### src/rtl/alu_issue_stage_if.sv
// Request/result bus of the ALU issue stage: request channel in, result channel out.
interface alu_issue_stage_if;
    logic        in_valid;
    logic        in_ready;
    logic [31:0] in_opA;
    logic [31:0] in_opB;
    logic [2:0]  in_cmd;
    logic        out_valid;
    logic        out_ready;
    logic [31:0] out_result;
    logic        out_carryout;
    logic        out_zero;
    logic        out_overflow;
    logic        out_err;

    // Issue stage side: accepts requests, produces results.
    modport slave (
        input  in_valid, in_opA, in_opB, in_cmd, out_ready,
        output in_ready, out_valid, out_result, out_carryout, out_zero,
               out_overflow, out_err
    );

    // Surrounding datapath side: issues requests, consumes results.
    modport master (
        output in_valid, in_opA, in_opB, in_cmd, out_ready,
        input  in_ready, out_valid, out_result, out_carryout, out_zero,
               out_overflow, out_err
    );
endinterface

### src/rtl/alu_issue_stage.sv
// ALU issue stage: request FIFO feeding a combinational ALU, with a registered
// result slot, sticky ADD/SUB flags and a saturating legal-operation counter.
module alu_issue_stage #(
    parameter int DEPTH = 2,
    parameter int CNT_W = 16
) (
    input  logic             clk,
    input  logic             reset,
    alu_issue_stage_if.slave bus,
    output logic [31:0]      alu_operandA,
    output logic [31:0]      alu_operandB,
    output logic [2:0]       alu_command,
    input  logic [31:0]      alu_result,
    input  logic             alu_carryout,
    input  logic             alu_zero,
    input  logic             alu_overflow,
    input  logic             clear_sticky,
    output logic             sticky_overflow,
    output logic             sticky_carry,
    output logic [CNT_W-1:0] op_count
);
    localparam int AW = (DEPTH > 1) ? $clog2(DEPTH) : 1;
    localparam logic [AW:0] FULL_CNT = (AW+1)'(DEPTH);

    logic [31:0]      opa_q [DEPTH];
    logic [31:0]      opb_q [DEPTH];
    logic [2:0]       cmd_q [DEPTH];
    logic [AW-1:0]    wr_ptr_q, rd_ptr_q;
    logic [AW:0]      cnt_q, cnt_d;

    logic             out_valid_q, out_valid_d;
    logic [31:0]      out_result_q;
    logic             out_carry_q, out_zero_q, out_ovf_q, out_err_q;
    logic             sticky_ovf_q, sticky_carry_q;
    logic [CNT_W-1:0] op_count_q;

    logic             fifo_empty, push, capture, head_illegal, head_addsub;

    assign fifo_empty   = (cnt_q == '0);
    assign bus.in_ready = (cnt_q != FULL_CNT);
    assign push         = bus.in_valid && bus.in_ready;
    assign capture      = !fifo_empty && (!out_valid_q || bus.out_ready);

    assign alu_operandA = fifo_empty ? 32'd0 : opa_q[rd_ptr_q];
    assign alu_operandB = fifo_empty ? 32'd0 : opb_q[rd_ptr_q];
    assign alu_command  = fifo_empty ? 3'd0  : cmd_q[rd_ptr_q];
    assign head_illegal = (alu_command > 3'd4);
    assign head_addsub  = (alu_command == 3'd0) || (alu_command == 3'd1);

    // Next occupancy and result-slot valid from this cycle's push/capture/drain.
    always_comb begin
        cnt_d = cnt_q;
        if (push && !capture)
            cnt_d = cnt_q + 1'b1;
        else if (!push && capture)
            cnt_d = cnt_q - 1'b1;
        out_valid_d = out_valid_q;
        if (capture)
            out_valid_d = 1'b1;
        else if (out_valid_q && bus.out_ready)
            out_valid_d = 1'b0;
    end

    // FIFO storage; contents are meaningless while the occupancy count says empty.
    always_ff @(posedge clk) begin
        if (push) begin
            opa_q[wr_ptr_q] <= bus.in_opA;
            opb_q[wr_ptr_q] <= bus.in_opB;
            cmd_q[wr_ptr_q] <= bus.in_cmd;
        end
    end

    // FIFO pointers and occupancy; pointers wrap naturally since DEPTH is a power of two.
    always_ff @(posedge clk) begin
        if (reset) begin
            wr_ptr_q <= '0;
            rd_ptr_q <= '0;
            cnt_q    <= '0;
        end else begin
            if (push)
                wr_ptr_q <= wr_ptr_q + 1'b1;
            if (capture)
                rd_ptr_q <= rd_ptr_q + 1'b1;
            cnt_q <= cnt_d;
        end
    end

    // Result register: illegal commands capture a zeroed result with the error flag.
    always_ff @(posedge clk) begin
        if (reset) begin
            out_valid_q  <= 1'b0;
            out_result_q <= '0;
            out_carry_q  <= 1'b0;
            out_zero_q   <= 1'b0;
            out_ovf_q    <= 1'b0;
            out_err_q    <= 1'b0;
        end else begin
            out_valid_q <= out_valid_d;
            if (capture) begin
                out_result_q <= head_illegal ? 32'd0 : alu_result;
                out_carry_q  <= !head_illegal && alu_carryout;
                out_zero_q   <= !head_illegal && alu_zero;
                out_ovf_q    <= !head_illegal && alu_overflow;
                out_err_q    <= head_illegal;
            end
        end
    end

    // Sticky flags and saturating count of legal captures; clear wins over set.
    always_ff @(posedge clk) begin
        if (reset) begin
            sticky_ovf_q   <= 1'b0;
            sticky_carry_q <= 1'b0;
            op_count_q     <= '0;
        end else begin
            if (clear_sticky) begin
                sticky_ovf_q   <= 1'b0;
                sticky_carry_q <= 1'b0;
            end else if (capture && !head_illegal && head_addsub) begin
                sticky_ovf_q   <= sticky_ovf_q | alu_overflow;
                sticky_carry_q <= sticky_carry_q | alu_carryout;
            end
            if (capture && !head_illegal && (op_count_q != '1))
                op_count_q <= op_count_q + 1'b1;
        end
    end

    assign bus.out_valid    = out_valid_q;
    assign bus.out_result   = out_result_q;
    assign bus.out_carryout = out_carry_q;
    assign bus.out_zero     = out_zero_q;
    assign bus.out_overflow = out_ovf_q;
    assign bus.out_err      = out_err_q;
    assign sticky_overflow  = sticky_ovf_q;
    assign sticky_carry     = sticky_carry_q;
    assign op_count         = op_count_q;
endmodule

### src/flat_wrapper.sv
// flat-port wrapper written by rule: the top's interface ports become plain ports
module alu_issue_stage_flat 
#(
    parameter int DEPTH = 2,
    parameter int CNT_W = 16
)
  (clk, reset, alu_operandA, alu_operandB, alu_command, alu_result, alu_carryout, alu_zero, alu_overflow, clear_sticky, sticky_overflow, sticky_carry, op_count, bus_in_valid, bus_in_opA, bus_in_opB, bus_in_cmd, bus_out_ready, bus_in_ready, bus_out_valid, bus_out_result, bus_out_carryout, bus_out_zero, bus_out_overflow, bus_out_err);
  alu_issue_stage_if bus_i ();
  input  logic clk;
  input  logic reset;
  output logic [31:0] alu_operandA;
  output logic [31:0] alu_operandB;
  output logic [2:0] alu_command;
  input  logic [31:0] alu_result;
  input  logic alu_carryout;
  input  logic alu_zero;
  input  logic alu_overflow;
  input  logic clear_sticky;
  output logic sticky_overflow;
  output logic sticky_carry;
  output logic [CNT_W-1:0] op_count;
  input wire logic [$bits(bus_i.in_valid)-1:0] bus_in_valid;
  input wire logic [$bits(bus_i.in_opA)-1:0] bus_in_opA;
  input wire logic [$bits(bus_i.in_opB)-1:0] bus_in_opB;
  input wire logic [$bits(bus_i.in_cmd)-1:0] bus_in_cmd;
  input wire logic [$bits(bus_i.out_ready)-1:0] bus_out_ready;
  output wire logic [$bits(bus_i.in_ready)-1:0] bus_in_ready;
  output wire logic [$bits(bus_i.out_valid)-1:0] bus_out_valid;
  output wire logic [$bits(bus_i.out_result)-1:0] bus_out_result;
  output wire logic [$bits(bus_i.out_carryout)-1:0] bus_out_carryout;
  output wire logic [$bits(bus_i.out_zero)-1:0] bus_out_zero;
  output wire logic [$bits(bus_i.out_overflow)-1:0] bus_out_overflow;
  output wire logic [$bits(bus_i.out_err)-1:0] bus_out_err;
  assign bus_i.in_valid = bus_in_valid;
  assign bus_i.in_opA = bus_in_opA;
  assign bus_i.in_opB = bus_in_opB;
  assign bus_i.in_cmd = bus_in_cmd;
  assign bus_i.out_ready = bus_out_ready;
  assign bus_in_ready = bus_i.in_ready;
  assign bus_out_valid = bus_i.out_valid;
  assign bus_out_result = bus_i.out_result;
  assign bus_out_carryout = bus_i.out_carryout;
  assign bus_out_zero = bus_i.out_zero;
  assign bus_out_overflow = bus_i.out_overflow;
  assign bus_out_err = bus_i.out_err;
  alu_issue_stage #(.DEPTH(DEPTH), .CNT_W(CNT_W)) u_core (.clk(clk), .reset(reset), .bus(bus_i), .alu_operandA(alu_operandA), .alu_operandB(alu_operandB), .alu_command(alu_command), .alu_result(alu_result), .alu_carryout(alu_carryout), .alu_zero(alu_zero), .alu_overflow(alu_overflow), .clear_sticky(clear_sticky), .sticky_overflow(sticky_overflow), .sticky_carry(sticky_carry), .op_count(op_count));
endmodule
### config.mk
export PLATFORM = sky130hd
export DESIGN_NAME = alu_issue_stage_flat
export DESIGN_NICKNAME = d
export VERILOG_FILES = /design/src/rtl/alu_issue_stage_if.sv /design/src/rtl/alu_issue_stage.sv /design/src/flat_wrapper.sv
export SDC_FILE = /design/constraint.sdc
export NUM_CORES = 1
export LEC_CHECK = 0
export ABC_AREA = 1
export CORE_MARGIN = 4
export CORE_UTILIZATION = 50
export DETAILED_ROUTE_END_ITERATION = 7
export GPL_TIMING_DRIVEN = 1
export PLACE_DENSITY = 0.84
export RECOVER_POWER = 50
export SLEW_MARGIN = 20
export SYNTH_ARGS = -nofsm -noshare
export SYNTH_HDL_FRONTEND = slang
export SYNTH_SLANG_ARGS = --single-unit
### constraint.sdc
create_clock -name clk -period 8.3 [get_ports clk]
set_input_delay 0.83 -clock clk [delete_from_list [all_inputs] [get_ports clk]]
set_output_delay 0.83 -clock clk [all_outputs]
set_load 0.01 [all_outputs]
[After elaboration in Yosys (flattened, before gate mapping)]
Memory sizes are Yosys's and may differ from the RTL's. A register that Yosys moved wholly into a read port is not among the register bits.
Index checks and enable logic that the tools add are counted.
Word-level totals
  register bits: 59
  bits in writable memories: 134
  input port bits: 107
  output and inout bits: 123
  logic and storage cells: 65
  memories: 3
Operators by class
  add/subtract/negate cells: 5
  magnitude comparators: 1
  equal/unequal tests: 3
  mux-type cells: 16
  bitwise gates (word level): 2
  reductions and logical operators: 23
Memories
  u_core.opa_q: depth 2, width 32, read ports 1, clocked after Yosys merged registers in 1, wr ports 1, line alu_issue_stage.sv:25  | logic [31:0] opa_q [DEPTH];
  u_core.opb_q: depth 2, width 32, read ports 1, clocked after Yosys merged registers in 1, wr ports 1, line alu_issue_stage.sv:26  | logic [31:0] opb_q [DEPTH];
  u_core.cmd_q: depth 2, width 3, read ports 1, clocked after Yosys merged registers in 1, wr ports 1, line alu_issue_stage.sv:27  | logic [2:0] cmd_q [DEPTH];
Operators by type and width (count)
  32-bit two-way mux: 3
  16-bit by 1-bit adder with 16-bit output, second input constant: 1
  16-bit inequality test, second input constant: 1
  1-bit logical AND: 11
  1-bit two-way mux: 10
  1-bit logical NOT: 5
  2-bit two-way mux: 2
  2-bit nonzero test: 2
  3-bit by 1-bit == test with 1-bit output, second input constant: 1
  3-bit greater-than comparator, second input constant: 1
  3-bit logical NOT: 1
  3-bit two-way mux: 1
  1-bit adder, second input constant: 2
  2-bit by 1-bit adder with 2-bit output, second input constant: 1
  2-bit logical NOT: 1
  1-bit logical OR: 2
  2-bit inequality test, second input constant: 1
  1-bit OR: 2
  2-bit OR reduction: 1
  2-bit by 1-bit subtractor with 2-bit output, second input constant: 1

[Depth between registers and ports, before layout]
  depth in word-level cells: 6
  depth in mapped cells: 10
  depth with buffers taken out: 10

[Worst setup path after synthesis]
No wires, ideal clock.
  kind: input to register
  start: in bus_in_valid
  end: mem u_core.cmd_q[1][0] (enable)
  setup time: 0.494 ns
  data arrival time: 3.740 ns
  required time: 7.806 ns
  slack: 4.066 ns
  stages on the path: 2
  path buffers: 0
  path through: nand2_1 > nor2_1
On the way
  cells in the longest elaborated chain, start to end: 3
Ends and longest elaborated chain
  from (decl): line flat_wrapper.sv:22  | input wire logic [$bits(bus_i.in_valid)-1:0] bus_in_valid;
  1-bit logical AND: line alu_issue_stage.sv:41  | assign push = bus.in_valid && bus.in_ready;
  1-bit two-way mux: line alu_issue_stage.sv:66  | if (push) begin
  1-bit two-way mux (implied by the code): line alu_issue_stage.sv:69  | cmd_q[wr_ptr_q] <= bus.in_cmd;
  to (decl): line alu_issue_stage.sv:27
No other way between the ends.

[Final worst setup path]
  start: in bus_in_valid
  end: mem u_core.opa_q[0][10] (enable)
On the way
  cells in the longest elaborated chain, start to end: 3
Ends and longest elaborated chain
  1-bit logical AND: line alu_issue_stage.sv:41
  1-bit two-way mux: line alu_issue_stage.sv:66
  1-bit two-way mux (implied by the code): line alu_issue_stage.sv:67  | opa_q[wr_ptr_q] <= bus.in_opA;
  to (decl): line alu_issue_stage.sv:25
No other way between the ends.

==> metrics.csv <==
metric,value,unit
cp_data_required_time,8240,ps
synth_top_area_frac,0.5301,
syn_inst,704,
routed_wl,18410,um
whs_path_depth,1,
cts_made_buffers,17,
cp_max_fo,67,
tns,0,ps
syn_area,7591,sq um
row_count,44,
multi_input_area,2106,sq um
grt_usage,0.2119,
cts.sinks,194,
grt_max_degree,69,
ys.warnings.count,0,
pwr-share-clk,0.241,
regArea,5226,sq um
synthMuxAreaShare,0,
ctsResizeCount,0,
skew,8.734,ps
synth-compound-area-share,0.08505,
ys_ff_latch,194,
grt_pass1_wl,28990,um
antenna_found_initial,6,
ys_types,29,
route.met3.wl,1725,um
viasPerCell,5.162,
p_sw,1.204,mW
fin_crit_sh,0.5297,
async_reset_ff_frac,0,
syn_avg_cell_area,10.78,sq um
post-route-min-period,4396,ps
utilization,0.7204,
crit_type,in -> reg,
slew_violations,180,
gp_congestion,0.7929,
die_x,131.2,um
synthTopCellsByCount,"236 x nand2_1, 134 x edfxtp_1, 116 x a21oi_1",
min_path_type,reg -> reg,
drtIter0Drc,422,
ctsHoldBuffers,0,
yosysMostFrequentCell,nand2_1,
drt_first_pass_iters,5,
dieArea,17220,sq um
io_buffers,229,
area_growth_syn_to_layout,39.49,%
initial_core_util,0.5164,
arrival,4330,ps
timing.critical_path.from_type,primary input,
status,"finished, violations left",
syn_nets,813,
power_leakage,4.008,nW
seq_power_share,0.374,
vdd_drop_max,0.2455,mV
fin_cells,1120,
h-tree-depth,4,
routed-wl-met2,8884,um
place_ws,4831,ps
hold_violations,0,
synthSimpleGateAreaFrac,0.1813,
core_area,14700,sq um
dp.cells,1087,
grt_overflow,0,
via_count,5781,
highest_layer,met5,
num-nets-final,1031,
ys_top_cells_by_area,"edfxtp_1 53%, dfxtp_1 16%, nand2_1 12%",
power_frac_comb,0.385,
drc,0,
reg2reg_depth,5,
synth-xor-area-share,0.005769,
clock_tree.root_cell,clkbuf_16,
layout_setup_ws,3904,ps
synth_top_area_cell,edfxtp_1,
post-cts-setup-buffers,0,
wl_met1,7531,um
dp.final_hpwl,12100,um
swShare,0.3407,
worstSkewPairLatency,420,ps
num_io_pins,230,
failed_checks,"max-capacitance violations, max-slew violations",
routedWlPerCell,16.44,um
slew_headroom,-1.571,
synth_fa_ha_area_frac,0.003297,
drive_above_1_share,0.06638,
setup_violations,0,
synth_ff_type,edfxtp_1,
die_height,131.2,um
synth_top_family_by_area,simple AND/OR/NAND/NOR gates,
powerDensity,333.6,nW/um^2
timing.fmax,0.2275,GHz
clockBufferDepth,2,
tightest_slew,3857,ps
end_kind,flip-flop,
grt_setup_unrepaired,false,
drv_cap,3,
path_clk_slew,60,ps
finalPower,3.533,mW
internal_power,2.329,mW
fillers,1034,
cts_tree,built,
ys_seq_area_frac,0.6883,
ant_nets,0,
grt_pass1_vias,5608,
synth_edf_count,134,
r2r_setup_slack,4240,ps
==> flip-flops by register name, summed over array words and instances (netlist names), 2 cells and up, named ones only <==
name / count
u_core.bus.out_result: 32
u_core.cmd_q: 6
u_core.cnt_q: 2
u_core.op_count: 16
u_core.opa_q: 64
u_core.opb_q: 64
==> final cells by class <==
| type | count | share of cell area |
|---|---|---|
| diodes | 2 | 0.0004726 |
| clock buffers | 18 | 0.04053 |
| clock inverters | 13 | 0.01749 |
| inverters | 21 | 0.007680 |
| multi-input cells | 453 | 0.1989 |
| flip-flops and latches | 194 | 0.4936 |
| well taps | 184 | 0.02174 |
| repair buffers | 235 | 0.2197 |
==> final timing paths <==
check / start / end
worst max-delay path: bus_in_valid / u_core.opa_q[0][10]
worst min-delay path: u_core.rd_ptr_q / flip-flop
worst max register to register: u_core.cnt_q[0] / u_core.opa_q[0][10]
worst min register to register: u_core.rd_ptr_q / flip-flop
==> kinds of logic after synthesis <==
kind of cell             after synthesis
flip-flops                           194
AO/OA/AOI/OAI                        126
buffers and inverters                 57
adder cells (fa/ha/maj)                2
XOR/XNOR                               5
AND/OR/NAND/NOR                      320
==> metal layers <==
metal  vias up  track usage
li1       2820            -
met1      2712       0.2633
met4         8      0.06709
met2       217       0.3442
met3        24      0.08295
met5         -            0
==> placed cells by master, fill, tap and decap left out, types with 4 or more instances in the layout <==
master / synthesis / final
inv_2: 5 / 5
bufinv_16: 0 / 4
dlygate4sd3_1: 0 / 120
nand2_1: 236 / 236
o21ai_0: 6 / 6
nor2_1: 44 / 42
xor2_1: 5 / 5
dfxtp_1: 60 / 59
nand3_1: 18 / 18
a21oi_1: 116 / 116
clkdlybuf4s50_1: 0 / 109
edfxtp_1: 134 / 134
inv_1: 15 / 15
clkbuf_1: 13 / 4
clkbuf_16: 0 / 17
nand4_1: 4 / 4
nor2_4: 3 / 5
==> power by group through the flow <==
stage	Sequential [mW]	Combinational, mW	Clock, mW
3_5_place_dp	1.33	1.41	0
4_1_cts	1.31	1.42	0.867
6_report	1.32	1.36	0.851
2_1_floorplan	1.37	0.743	0
3_3_place_gp	1.32	1.39	0
5_1_grt	1.34	1.49	0.905
==> metrics by stage <==
step	hold WS [ps]	area (sq um)
after floorplan	425.6	7591
after global placement	428.7	9981
after detailed placement	437.1	9981
after CTS	447.9	10600
after global routing	477.8	10590
final	445.2	10590
==> worst max-delay path, stage by stage <==
cell           delay (ps)
dlygate4sd3_1         520
nand2_1               140
nor2_4                100
clkbuf_1             2700
(Power assumes the default switching activity.)
